File: config.mk
export PLATFORM = sky130hd
export DESIGN_NAME = mm_bram_ctrl
export DESIGN_NICKNAME = d
export VERILOG_FILES = /design/src/rtl/mm_bram_ctrl.sv
export SDC_FILE = /design/constraint.sdc
export NUM_CORES = 1
export LEC_CHECK = 0
export BUFFER_PORTS_ARGS = -buffer_cell sky130_fd_sc_hd__buf_2
export CORE_AREA = 2 2 468 470
export CTS_CLUSTER_SIZE = 10
export DETAILED_ROUTE_END_ITERATION = 10
export DIE_AREA = 0 0 470 472
export GPL_TIMING_DRIVEN = 0
export SYNTH_ARGS = -nofsm -noshare
export SYNTH_HDL_FRONTEND = slang
export SYNTH_SLANG_ARGS = --single-unit
File: constraint.sdc
create_clock -name clock_i -period 5.6 [get_ports clock_i]
set_input_delay 0.84 -clock clock_i [delete_from_list [all_inputs] [get_ports clock_i]]
set_output_delay 0.84 -clock clock_i [all_outputs]
set_load 0.01 [all_outputs]
File: src/rtl/mm_bram_ctrl.sv
// BRAM port-B master for the Montgomery multiplier demo: loads the FIOS operands, runs the core, stores the result.
// Optional FIOS cycle counter (extra port and extra result word) enabled by defining MM_BRAM_CTRL_CYCLE_COUNT_EN.
module mm_bram_ctrl #(
    parameter int  WIDTH        = 256,
    parameter int  READ_LATENCY = 1,
    localparam int S            = (WIDTH + 1) / 17 + 1
) (
    input  logic            clock_i,
    input  logic            reset_n_i,
    input  logic            start_i,
    output logic            done_o,
    output logic            busy_o,
    output logic            bram_en_o,
    output logic [3:0]      bram_we_o,
    output logic [31:0]     bram_addr_o,
    output logic [31:0]     bram_din_o,
    input  logic [31:0]     bram_dout_i,
    output logic [16:0]     p_prime_0_o,
    output logic [S*17-1:0] p_o,
    output logic [S*17-1:0] a_o,
    output logic [S*17-1:0] b_o,
    output logic            fios_start_o,
    input  logic            fios_done_i,
    input  logic [S*17-1:0] res_i
`ifdef MM_BRAM_CTRL_CYCLE_COUNT_EN
    ,
    output logic [31:0]     fios_cycles_o
`endif
);

    localparam int KW = $clog2(3 * S + 2);
    localparam int JW = $clog2(S + 2);
`ifdef MM_BRAM_CTRL_CYCLE_COUNT_EN
    localparam int J_END = S;
`else
    localparam int J_END = S - 1;
`endif
    localparam logic [KW-1:0] K_LAST = KW'(3 * S);
    localparam logic [JW-1:0] J_LAST = JW'(J_END);

    localparam logic [2:0] IDLE  = 3'd0;
    localparam logic [2:0] LOAD  = 3'd1;
    localparam logic [2:0] DRAIN = 3'd2;
    localparam logic [2:0] START = 3'd3;
    localparam logic [2:0] WAIT  = 3'd4;
    localparam logic [2:0] STORE = 3'd5;
    localparam logic [2:0] DONE  = 3'd6;

    logic [2:0]        state;
    logic [KW-1:0]     k;
    logic [JW-1:0]     j;
    logic [1:0]        drain_cnt;
    logic [S*17-1:0]   res_q;
    logic [16:0]       res_limb;

    logic [READ_LATENCY-1:0] vld_pipe;
    logic [KW-1:0]           k_pipe [READ_LATENCY];
    logic [KW-1:0]           cap_k;
    logic [16:0]             cap_word;

    logic unused_dout_hi;
    assign unused_dout_hi = ^bram_dout_i[31:17];

`ifdef MM_BRAM_CTRL_CYCLE_COUNT_EN
    logic [31:0] cyc_q;
    assign fios_cycles_o = cyc_q;
`endif

    // Control outputs decode directly from the state register, so reset forces them idle at once.
    assign busy_o       = (state != IDLE) && (state != DONE);
    assign done_o       = (state == DONE);
    assign fios_start_o = (state == START);
    assign bram_en_o    = (state == LOAD) || (state == STORE);
    assign bram_we_o    = (state == STORE) ? 4'hF : 4'h0;

    // NOTE: every output of this block is assigned a default first, otherwise unlisted states infer latches.
    always_comb begin
        bram_addr_o = '0;
        bram_din_o  = '0;
        res_limb    = '0;
        for (int i = 0; i < S; i++) begin
            if (j == JW'(i)) res_limb = res_q[17*i +: 17];
        end
        case (state)
            LOAD: bram_addr_o = 32'(k) << 2;
            STORE: begin
`ifdef MM_BRAM_CTRL_CYCLE_COUNT_EN
                if (j == JW'(S)) begin
                    bram_addr_o = 32'(3 * S + 1) << 2;
                    bram_din_o  = cyc_q;
                end else
`endif
                begin
                    bram_addr_o = 32'(j) << 2;
                    bram_din_o  = {15'b0, res_limb};
                end
            end
            default: ;
        endcase
    end

    // NOTE: all state updates use non-blocking assignments so every register samples pre-edge values.
    always_ff @(posedge clock_i or negedge reset_n_i) begin
        if (!reset_n_i) begin
            state     <= IDLE;
            k         <= '0;
            j         <= '0;
            drain_cnt <= '0;
            res_q     <= '0;
        end else begin
            case (state)
                IDLE, DONE: begin
                    if (start_i) begin
                        state <= LOAD;
                        k     <= '0;
                    end
                end
                LOAD: begin
                    if (k == K_LAST) begin
                        state     <= DRAIN;
                        drain_cnt <= '0;
                    end else begin
                        k <= k + 1'b1;
                    end
                end
                DRAIN: begin
                    if (drain_cnt == 2'(READ_LATENCY - 1)) state <= START;
                    else drain_cnt <= drain_cnt + 1'b1;
                end
                START: state <= WAIT;
                WAIT: begin
                    if (fios_done_i) begin
                        res_q <= res_i;
                        j     <= '0;
                        state <= STORE;
                    end
                end
                STORE: begin
                    if (j == J_LAST) state <= DONE;
                    else j <= j + 1'b1;
                end
                default: state <= IDLE;
            endcase
        end
    end

    assign cap_k    = k_pipe[READ_LATENCY-1];
    assign cap_word = bram_dout_i[16:0];

    // Read data for the address issued in cycle t lands READ_LATENCY cycles later; k travels alongside it.
    always_ff @(posedge clock_i or negedge reset_n_i) begin
        if (!reset_n_i) begin
            vld_pipe    <= '0;
            // NOTE: this tiny delay line is reset like ordinary flops; a real RAM array would not be.
            for (int i = 0; i < READ_LATENCY; i++) k_pipe[i] <= '0;
            p_prime_0_o <= '0;
            p_o         <= '0;
            a_o         <= '0;
            b_o         <= '0;
        end else begin
            vld_pipe[0] <= (state == LOAD);
            k_pipe[0]   <= k;
            for (int i = 1; i < READ_LATENCY; i++) begin
                vld_pipe[i] <= vld_pipe[i-1];
                k_pipe[i]   <= k_pipe[i-1];
            end
            if (vld_pipe[READ_LATENCY-1]) begin
                if (cap_k == '0) p_prime_0_o <= cap_word;
                for (int i = 0; i < S; i++) begin
                    if (cap_k == KW'(i + 1))         p_o[17*i +: 17] <= cap_word;
                    if (cap_k == KW'(S + 1 + i))     a_o[17*i +: 17] <= cap_word;
                    if (cap_k == KW'(2 * S + 1 + i)) b_o[17*i +: 17] <= cap_word;
                end
            end
        end
    end

`ifdef MM_BRAM_CTRL_CYCLE_COUNT_EN
    // Counts WAIT cycles spent before the core reports done; freezes on done and saturates.
    always_ff @(posedge clock_i or negedge reset_n_i) begin
        if (!reset_n_i) begin
            cyc_q <= '0;
        end else if (state == START) begin
            cyc_q <= '0;
        end else if (state == WAIT && !fios_done_i && cyc_q != 32'hFFFF_FFFF) begin
            cyc_q <= cyc_q + 1'b1;
        end
    end
`endif

endmodule
# Word-level counts from Yosys, hierarchy flattened

Cells that the tools add are included.
W data, S select, Z words.

Add/subtract/negate cells: 3
Equal/unequal tests: 79
Reductions and logical operators: 65
Mux-type cells: 34

Operators with widths:

| cell                  | number |
|---|---|
| $mux W17              | 17 |
| $eq A6 B6 Y1 const B  | 18 |
| $reduce_and A2 Y1     | 50 |
| $eq A6 B5 Y1 const B  | 16 |
| $eq A6 B4 Y1 const B  | 8 |
| $eq A5 B4 Y1 const B  | 8 |
| $eq A6 B3 Y1 const B  | 4 |
| $eq A5 B3 Y1 const B  | 4 |
| $pmux W3 S6           | 1 |
| $pmux W8 S2           | 1 |
| $mux W3               | 5 |
| $eq A6 B2 Y1 const B  | 2 |
| $mux W6               | 2 |
| $ne A2 B2 Y1 const B  | 6 |
| $pmux W6 S2           | 1 |
| $eq A5 B2 Y1 const B  | 2 |
| $mux W5               | 2 |
| $pmux W5 S2           | 1 |
| $eq A3 B3 Y1 const B  | 3 |
| $reduce_and A3 Y1     | 3 |
| $add A6 B1 Y6 const B | 1 |
| $eq A3 B2 Y1 const B  | 2 |
| $eq A6 B1 Y1 const B  | 1 |
| $logic_not A6 Y1      | 1 |
| other kinds (18)      | 22 |

Output and inout bits: 905
Logic and storage cells: 237
Input bits: 308
Bits in registers: 1128

# Longest topological paths before layout

Depth after elaboration: 18
Mapped depth: 12
Gate-level depth less buffers: 9

# Worst setup path before layout

OpenSTA, ideal clock, no wires.

Path type: register -> output
Start point: register j[2]
End point: output port bram_din_o[16]
Stages on the path, launching flop included: 13
Path buffers: 5
Data arrival time: 2.403 ns
Data required time: 4.760 ns
Slack: 2.357 ns
Cells stage by stage: dfrtp_1 -> buf_2 -> buf_2 -> buf_2 -> nand2_1 -> nor2_1 -> ha_1 -> clkbuf_1 -> and2_1 -> buf_1 -> a21oi_1 -> a31o_2 -> o21ai_1

Word-level cells in the longest chain between the ends: 18
Elaborated cells on any way between the ends: 33
Classes of those cells: eq/ne (15); mux (17); reduce/logical (1)

RTL lines:

| element                 | line | text |
|---|---|---|
| from (decl)             | 51   | `logic [JW-1:0] j;` |
| from (signal assigned)  | 140  | `else j <= j + 1'b1;` |
| $logic_not A5 Y1        | 82   | `if (j == JW'(i)) res_limb = res_q[17*i +: 17];` |
| $mux W17 (15 in series) | 82   |  |
| $mux W17 *              | 82   |  |
| $mux W17 *              | 84   | `case (state)` |
| to (decl)               | 16   | `output logic [31:0] bram_din_o,` |

Mark *: on every way between the ends. The rest lies on a longest branch, timed or not.

# Worst setup path in the final report

Start point: register j[0]
End point: output port bram_din_o[10]

Same word-level chain as after synthesis.

==> results.sh <==
export IMPL_grt_max_degree=165
export IMPL_synth_area_mm2=0.0459
export IMPL_rsz0062_at_grt="false"
export IMPL_hpwl_um=158000
export IMPL_core_area_mm2=0.217
export IMPL_antenna_found_initial=47
export IMPL_status="finished, final reports clean"
export IMPL_ys_ff_latch=1128
export IMPL_placed_area_mm2=0.0557
export IMPL_drt_total_wl_um=200000
export IMPL_first_pass_iters=5
export IMPL_post_route_drc_count=0
export IMPL_slew_viol_final=0
export IMPL_startpoint="j[0]"
export IMPL_cp_data_required_time_ps=4760
export IMPL_via_per_inst=4.43
export IMPL_path_max_fanout=10
export IMPL_clk_pin_slew_ps=60
export IMPL_max_vdd_ir_drop_v=0.000270
export IMPL_track_usage_pct=17.4
export IMPL_finalNetCount=4832
export IMPL_htree_num_levels=4
export IMPL_instances_no_fill=7467
export IMPL_synth_edf_count=0
export IMPL_clk_latency_ps=790
export IMPL_cts_tree="yes"
export IMPL_synth_top_cell_area_share_pct=61.5
export IMPL_critPathLaunchType="flop"
export IMPL_vias=33100
export IMPL_die_height_um=472
export IMPL_setup_total_negative_slack_ps=0
export IMPL_final_cell_mix="buf_2 (1,201), dfrtp_1 (1,128), mux2_2 (1,085), clkbuf_1 (174), clkbuf_16 (141)"
export IMPL_clock_sinks=1128
export IMPL_yosys_warnings=0
export IMPL_period_share_pct=98.5
export IMPL_grt_pass1_wl_um=273000
export IMPL_start_util_pct=21.2
export IMPL_synth_cells=3179
export IMPL_yosysSeqAreaShare_pct=61.5
export IMPL_io_pins=1213
export IMPL_fp_row_count=171
export IMPL_avgSynthCellArea_um2=14.4
export IMPL_area_growth_pct=30.8
export IMPL_layout_drive_gt1_share_pct=56.8
export IMPL_detail_route_antenna_nets=0
export IMPL_r2r_start="cap_k[3]"
export IMPL_end_kind="primary output"
export IMPL_portBuffers=1139
export IMPL_setup_violations=0
export IMPL_powerDensity_mw_per_mm2=470
export IMPL_hold_viol=0
export IMPL_synth_cell_types=79
export IMPL_dieArea_mm2=0.222
export IMPL_clockBufferDepth=3
export IMPL_tightest_slew_ps=1340
export IMPL_synth_top_cell_by_area="dfrtp_1"
export IMPL_async_reset_ff_share_pct=100
export IMPL_leakage_nw=28.1
export IMPL_place_inst=7230
export IMPL_ys_flop_type="dfrtp_1"
export IMPL_die_w_um=470
export IMPL_drtIter0Drc=2017
export IMPL_mostFrequentLayoutCell="buf_2"
export IMPL_cts_buffers=139
export IMPL_relSlewSlack_pct=10.3
export IMPL_arrival_ps=4680
export IMPL_gp_congestion=0.919
export IMPL_wl_per_cell_um=26.8
export IMPL_critPathKind="reg -> out"
export IMPL_grt_overflow_total=0
export IMPL_yosys_top_cells_area="dfrtp_1 (61%), mux2_2 (27%), clkbuf_1 (1.3%)"
export IMPL_root_buffer="clkbuf_16"
export IMPL_period_minus_slack_ps=5520
export IMPL_skew_ps=43.2
export IMPL_hold_path_class="in -> async"
export IMPL_max_freq_ghz=0.181
export IMPL_post_cts_buffers=0
export IMPL_grt_pass1_vias=33500
export IMPL_drv_cap=0
export IMPL_final_area_mm2=0.0601
[state kept, by name (all words and copies together), names as in the netlist, 5 cells and up]
name and cells:
a_o 272, b_o 272, cap_k 6, j 5, k 6, p_o 272, p_prime_0_o 17, res_q 272
[worst paths after layout]
| kind | depth (start not counted) | to | slack (ps) |
|---|---|---|---|
| setup / recovery | 9 | bram_din_o[10] | 80 |
| hold / removal | 1 | res_q[142] | 80 |
| setup reg to reg | 5 | a_o[75] | 2060 |
| hold reg to reg | 0 | cap_k[5] | 480 |
| max in group asynchronous | 5 | a_o[13] | 2210 |
| min in group clock_i | 2 | res_q[258] | 290 |
[synthesized netlist by cell type, types with 8 or more instances]
cell and count:
buf_2 62, o211ai_1 8, nor3_1 26, inv_1 33, mux2_2 1085, a211oi_1 11
clkbuf_1 159, nand2b_1 15, a21oi_1 59, a22oi_1 17, a221oi_1 9, buf_4 54
nor2_2 14, nor2_1 54, ha_1 8, o21ai_0 71, nand3_1 16, a31oi_1 10
o22a_1 11, o32ai_1 17, nor2b_1 15, o22ai_1 21, nand2_1 107, dfrtp_1 1128
o221ai_1 15, nand3b_1 8
[power breakdown]
group / internal (mW) / total, mW / switching [mW]
combinational: 3.43 / 7.81 / 4.37
sequential: 10.4 / 11.9 / 1.53
clock: 4.87 / 8.50 / 3.63
total: 18.7 / 28.2 / 9.54
[final cells by class]
type / count / area, um2
fillers: 22400 / 156000
flip-flops and latches: 1128 / 28200
multi-input cells: 1772 / 16400
repair buffers: 1157 / 6010
clock buffers: 173 / 3760
well taps: 2854 / 3570
plain buffers: 284 / 1380
clock inverters: 24 / 433
inverters: 34 / 129
diodes: 41 / 103
[routing by layer]
| layer | track usage [%] | wire length, um |
|---|---|---|
| met4 | 9.50 | 11300 |
| met1 | 20.0 | 76700 |
| met2 | 29.6 | 98000 |
| met5 | 0 | 295 |
| met3 | 4.54 | 13800 |
[kinds of logic (layout without fill, tap and decap cells)]
kind of cell | Yosys count | in the layout | share of synthesized area, %
fa+ha+maj | 8 | 8 | 0.218
mux | 1093 | 1093 | 26.8
simple gates | 320 | 320 | 3.68
xor+xnor | 4 | 4 | 0.0763
other cells | 1 | 82 | 0.00816
compound gates | 306 | 306 | 4.52
buf+inv | 319 | 1672 | 3.26
flops | 1128 | 1128 | 61.5
[worst max-delay path: stages (launching register included)]
cell and delay (ps):
dfrtp_1 610, ha_1 250, buf_2 250, buf_1 430
mux2i_1 420, nor2_2 460, nor3_1 100, o211ai_1 840
a31oi_2 300, buf_2 230
[per-stage QoR]
step           total power [mW]  util, %  setup WS [ps]  hold WS, ps
6_report                   28.2     27.7           82.9         79.9
5_1_grt                    29.4     27.7           2.94          119
4_1_cts                    28.4     27.7           27.0         65.3
3_5_place_dp               19.8     25.7            220          478
3_3_place_gp               19.6     25.6         -21420          463
2_1_floorplan              15.6        -           2360          395
[repair_timing]
item | in CTS | in global routing
pin swaps | 2 | 2
hold buffers | 0 | 0
resized for setup | 15 | 3
hold endpoints to repair | 0 | 0
setup endpoints to repair | 17 | 2
Power figures use the tool's default switching activity.
